File: config.mk
export PLATFORM = sky130hd
export DESIGN_NAME = fifo_arb_tx
export DESIGN_NICKNAME = d
export VERILOG_FILES = /design/src/rtl/fifo_arb_tx.sv
export SDC_FILE = /design/constraint.sdc
export NUM_CORES = 1
export LEC_CHECK = 0
export ABC_AREA = 0
export CAP_MARGIN = 30
export CORE_MARGIN = 5
export CORE_UTILIZATION = 36
export CTS_CLUSTER_SIZE = 10
export DETAILED_ROUTE_END_ITERATION = 6
export PLACE_DENSITY = 0.73
export SYNTH_ARGS = -nofsm -noshare
export SYNTH_HDL_FRONTEND = slang
export SYNTH_SLANG_ARGS = --single-unit
export TNS_END_PERCENT = 30
File: constraint.sdc
create_clock -name CLK -period 1.7 [get_ports CLK]
set_input_delay 0.34 -clock CLK [delete_from_list [all_inputs] [get_ports CLK]]
set_output_delay 0.34 -clock CLK [all_outputs]
set_load 0.03 [all_outputs]
File: src/rtl/fifo_arb_tx.sv
// fifo_arb_tx: transmit-side packet arbiter for the host FIFO link.
//
// Merges two client TX FIFOs into the single host output FIFO. Packets are atomic. Once a
// client's header has been forwarded, all of its payload words follow before the other
// client is served. Pending clients are served round-robin.
//
// Header word: payload count N = (header & CNTMASK) >> CSHIFT, where N is 0..7.
//
// Ports:
//   CLK          rising-edge clock
//   RESETn       asynchronous active-low reset
//   c1_rden      read strobe to client 1 FIFO (data returns the next cycle)
//   c1_rdempty   client 1 FIFO empty
//   c1_rddata    client 1 read data
//   c2_rden      read strobe to client 2 FIFO
//   c2_rdempty   client 2 FIFO empty
//   c2_rddata    client 2 read data
//   fifo_wren    write strobe to host output FIFO
//   fifo_wrfull  host output FIFO full
//   fifo_wrdata  write data to host output FIFO
//   gnt          one-hot owner (bit0 = c1, bit1 = c2), 00 when idle
//   busy         packet in progress (state not idle)

module fifo_arb_tx #(
    parameter int unsigned       DWIDTH  = 8,
    parameter logic [DWIDTH-1:0] CNTMASK = DWIDTH'(8'h70)
) (
    input  logic              CLK,
    input  logic              RESETn,

    output logic              c1_rden,
    input  logic              c1_rdempty,
    input  logic [DWIDTH-1:0] c1_rddata,

    output logic              c2_rden,
    input  logic              c2_rdempty,
    input  logic [DWIDTH-1:0] c2_rddata,

    output logic              fifo_wren,
    input  logic              fifo_wrfull,
    output logic [DWIDTH-1:0] fifo_wrdata,

    output logic [1:0]        gnt,
    output logic              busy
);

    // Bit index of the lowest set bit of the count mask.
    function automatic int unsigned low_bit(input logic [DWIDTH-1:0] m);
        int unsigned res;
        res = 0;
        for (int i = DWIDTH - 1; i >= 0; i--) begin
            if (m[i]) begin
                res = i;
            end
        end
        return res;
    endfunction

    localparam int unsigned CSHIFT = low_bit(CNTMASK);

    localparam logic [1:0] ST_IDLE = 2'd0;
    localparam logic [1:0] ST_HDR  = 2'd1;
    localparam logic [1:0] ST_PAY  = 2'd2;

    logic [1:0]        state_q, state_d;
    logic [1:0]        gnt_q, gnt_d;
    logic [2:0]        rem_q, rem_d;
    logic              last_q, last_d;      // 0: c1 finished last, 1: c2 finished last
    logic              rd_pend_q, rd_pend_d; // a read was issued last cycle; write it now

    logic [1:0]        req;
    logic [1:0]        pick;
    logic [1:0]        rd_req;
    logic              owner_req;
    logic [DWIDTH-1:0] sel_data;
    logic [2:0]        hdr_cnt;

    assign req       = {~c2_rdempty, ~c1_rdempty};
    assign owner_req = |(gnt_q & req);

    // Round-robin pick: on a tie the client that did not finish last wins.
    always_comb begin
        pick = req;
        if (req == 2'b11) begin
            pick = last_q ? 2'b01 : 2'b10;
        end
    end

    // Read data is selected by the registered owner; gnt is 00 in idle and reset, giving 0.
    always_comb begin
        sel_data = '0;
        unique case (gnt_q)
            2'b01:   sel_data = c1_rddata;
            2'b10:   sel_data = c2_rddata;
            default: sel_data = '0;
        endcase
    end

    assign hdr_cnt = 3'((sel_data & CNTMASK) >> CSHIFT);

    always_comb begin
        state_d   = state_q;
        gnt_d     = gnt_q;
        rem_d     = rem_q;
        last_d    = last_q;
        rd_pend_d = 1'b0;
        rd_req    = 2'b00;

        case (state_q)
            ST_IDLE: begin
                if (!fifo_wrfull && (req != 2'b00)) begin
                    rd_req    = pick;
                    gnt_d     = pick;
                    rd_pend_d = 1'b1;
                    state_d   = ST_HDR;
                end
            end

            // The header read returns this cycle and is written straight through.
            ST_HDR: begin
                rem_d = hdr_cnt;
                if (hdr_cnt == 3'd0) begin
                    state_d = ST_IDLE;
                    gnt_d   = 2'b00;
                    last_d  = gnt_q[1];
                end else begin
                    state_d = ST_PAY;
                end
            end

            // Alternate read and write so only one read is ever outstanding; full sampled
            // at read issue therefore guarantees room for the resulting write.
            ST_PAY: begin
                if (rd_pend_q) begin
                    rem_d = rem_q - 3'd1;
                    if (rem_q == 3'd1) begin
                        state_d = ST_IDLE;
                        gnt_d   = 2'b00;
                        last_d  = gnt_q[1];
                    end
                end else if (owner_req && !fifo_wrfull && (rem_q != 3'd0)) begin
                    rd_req    = gnt_q;
                    rd_pend_d = 1'b1;
                end
            end

            default: begin
                state_d = ST_IDLE;
                gnt_d   = 2'b00;
            end
        endcase
    end

    always_ff @(posedge CLK or negedge RESETn) begin
        if (!RESETn) begin
            state_q   <= ST_IDLE;
            gnt_q     <= 2'b00;
            rem_q     <= 3'd0;
            last_q    <= 1'b1;
            rd_pend_q <= 1'b0;
        end else begin
            state_q   <= state_d;
            gnt_q     <= gnt_d;
            rem_q     <= rem_d;
            last_q    <= last_d;
            rd_pend_q <= rd_pend_d;
        end
    end

    // Read strobes are combinational from idle-state requests, so gate them with reset to
    // keep them low while reset is held.
    assign c1_rden     = rd_req[0] & RESETn;
    assign c2_rden     = rd_req[1] & RESETn;
    assign fifo_wren   = rd_pend_q;
    assign fifo_wrdata = sel_data;
    assign gnt         = gnt_q;
    assign busy        = (state_q != ST_IDLE);

endmodule

==> run_results.csv <==
group,metric,value,unit
drt,ant_nets,0,
drt,vias,930,
worst_setup_path,critical_path_required,1360,ps
sta,fmax,0.465,GHz
clock_tree,clk_latency,260,ps
power,leakage,0.000672,uW
clock_tree,h-tree-depth,1,
layout,final_cells,184,
layout,syn2layout_area_growth,111,%
layout,antenna_cells,0,
min_path,min_path_type,"in -> async",
sta,finalClockSkew,3.19,ps
outcome,violations,"negative setup slack",
grt,overflow,0,
outcome,status,"complete, but fails checks",
worst_setup_path,start_kind,"register",
yosys,avgSynthCellArea,8.33,sq um
clock_tree,cts_tree,"yes",
yosys,ys_seq_area_frac,0.302,
placed_design,port-buffer-count,34,
worst_setup_path,r2r_cells,7,
yosys,synth_nets,116,
yosys,ys.flop_type,"dfrtp_1",
sta,hold_viol,0,
sta,period_share,1.27,
placed_design,placed_cells_incl_taps,169,
worst_setup_path,r2r-start,"gnt[1]",
worst_setup_path,worstPathMaxFanout,3,
die,floorplan.initialDensity,0.378,
sta,timing.final.ws_setup,-451,ps
die,fp-row-count,16,
grt,antenna_found_initial,0,
power,power_density,1490,nW/um^2
clock_tree,cts_buffer_depth,2,
clock_tree,cts_root_buffer,"clkbuf_4",
die,die_h,55.6,microns
layout,drive_gt1_frac,0.548,
yosys,synth_cells,90,
die,dieArea,3090,sq um
die,die_width,55.6,microns
placed_design,gp_routability_congestion,0.878,
layout,layout.nets,184,
yosys,yosysWarnings,0,
yosys,synthDistinctLibCells,33,
layout,final.fill_count,109,
grt,grt_max_degree,10,
drt,wl_per_cell,14.5,microns
yosys,synth-edff-count,0,
clock_tree,cts.clk_slew.worst_paths,60,ps
yosys,ys_seq_elements,9,
sta,final-setup-viol-count,11,
drt,viasPerCell,5.05,
yosys,async_flop_share,1.00,
worst_setup_path,endpoint_kind,"primary output",
sta,worstMarginPinSlew,450,ps
grt,grt_pass1_vias,938,
worst_setup_path,reg2reg_slack,-100,ps
clock_tree,cts_sinks,9,
clock_tree,cts_hold_buf,0,
worst_setup_path,critPathArrivalTime,1810,ps
die,io_pins,35,
power,ir_drop,884,uV
drt,drc_errors,0,
drt,dr.pass1.iters,4,
sta,fin_crit,2150,ps
drt,drt-total-wl,2670,microns
die,core,1980,sq um
sta,rsz0062_at_grt,"true",
drt,drt_first_iter_violations,20,
yosys,synth.cell_area,749,sq um
sta,slew_violations,0,
flow_run,drv_cap,0,
placed_design,dp_hpwl,1890,microns
worst_setup_path,r2r-end,"last_q",
grt,grt_pass1_wl,4270,microns
sta,hold_slack,421,ps
clock_tree,numCtsBuffers,3,
grt,track_usage,0.171,
sta,relSlewSlack,0.697,
worst_setup_path,worstSetupPathType,"reg -> out",
-- final cells by class --
cell class,count,area (sq um),area share
Clock buffer,4,26.3,0.0166
Inverter,9,36.3,0.0229
Timing Repair Buffer,68,619,0.391
Sequential cell,9,229,0.145
Tap cell,27,33.8,0.0213
Multi-Input combinational cell,67,639,0.404
-- registers in the layout, summed over array words and instances, names as in the netlist --
register	flops
last_q	1
rem_q	3
gnt	2
fifo_wren	1
state_q	2
-- Yosys cell counts, types with 2 or more instances --
library cell,n,area share
o21ai_0,4,0.027
nor2_1,14,0.070
mux2i_1,2,0.027
ha_1,5,0.083
nor3_1,3,0.020
nand2_1,3,0.015
dfrtp_1,8,0.27
a21oi_1,6,0.040
nand2b_1,2,0.017
nand3_1,2,0.013
inv_1,8,0.040
buf_2,3,0.020
a22oi_1,6,0.060
a31oi_1,3,0.025
a22oi_2,2,0.033
xnor2_1,2,0.023
-- cells in the final DEF, fill, tap and decap left out, types with 2 or more instances in the layout --
cell type / count
a21oi_1: 3
a21oi_2: 3
a22oi_2: 8
a31oi_1: 2
buf_4: 30
buf_6: 15
clkbuf_4: 3
clkdlybuf4s50_1: 19
dfrtp_1: 6
dfrtp_2: 2
dlygate4sd2_1: 4
ha_1: 3
ha_4: 2
inv_1: 6
inv_2: 2
mux2i_1: 2
nand2_1: 3
nand2b_1: 2
nor2_1: 3
nor2_2: 6
nor2_4: 5
nor3_2: 2
o21ai_0: 3
o21ai_1: 2
xnor2_1: 2
-- kinds of logic after synthesis --
logic type	count (synthesis)	synth area share
xor+xnor	2	0.0234
compound gates	27	0.274
simple gates	30	0.195
flops	9	0.302
mux	3	0.0417
buf+inv	14	0.0801
fa+ha+maj	5	0.0835
-- power breakdown --
group,leakage (uW),internal (uW),switching (uW),total (uW)
clock network,0.0000150,90.5,75.0,165
registers,0.000113,293,61.7,354
logic,0.000544,893,948,1840
total,0.000672,1280,1080,2360
-- worst max-delay path, cell delays in order, from the launching register on --
cell      delay [ps]
dfrtp_1          380
or4b_4           550
a221oi_4         270
a21oi_2          120
nor2_4           100
buf_6            130
-- how the worst max path moves through the flow --
| stage | from | to | slack (ps) | depth (start not counted) |
|---|---|---|---|---|
| finish | state_q[0] | c1_rden | -450 | 5 |
| global route | fifo_wren | c2_rden | -520 | 5 |
| CTS | state_q[0] | c1_rden | -440 | 5 |
| detailed placement | fifo_wrfull | c1_rden | -630 | 6 |
| global placement | fifo_wrfull | c1_rden | -570 | 6 |
| floorplan | gnt[0] | last_q | -170 | 7 |
-- stage by stage --
step / util / setup WS [ps] / total power [uW] / TNS (ps) / cell area (sq um)
floorplan: - / -173 / 1240 / -500 / 826
CTS: 0.759 / -442 / 2190 / -1950 / 1500
global route: 0.799 / -519 / 2500 / -2660 / 1580
finish: 0.799 / -451 / 2360 / -1950 / 1580
global placement: 0.660 / -573 / 1760 / -1350 / 1310
detailed placement: 0.660 / -633 / 1790 / -1540 / 1310
-- metal layers --
layer	vias up	routed length, microns	global-route usage
met5	-	0	0
met4	0	36	0.0486
met3	6	189	0.0557
met2	37	1330	0.299
met1	431	1110	0.197
li1	456	-	-
-- repair_timing --
item	CTS	global route
resized for setup	31	10
endpoints found under the setup margin	15	16
pin swaps	9	4
buffers inserted	6	5
gates cloned	0	0
Power figures use the tool's default switching activity.
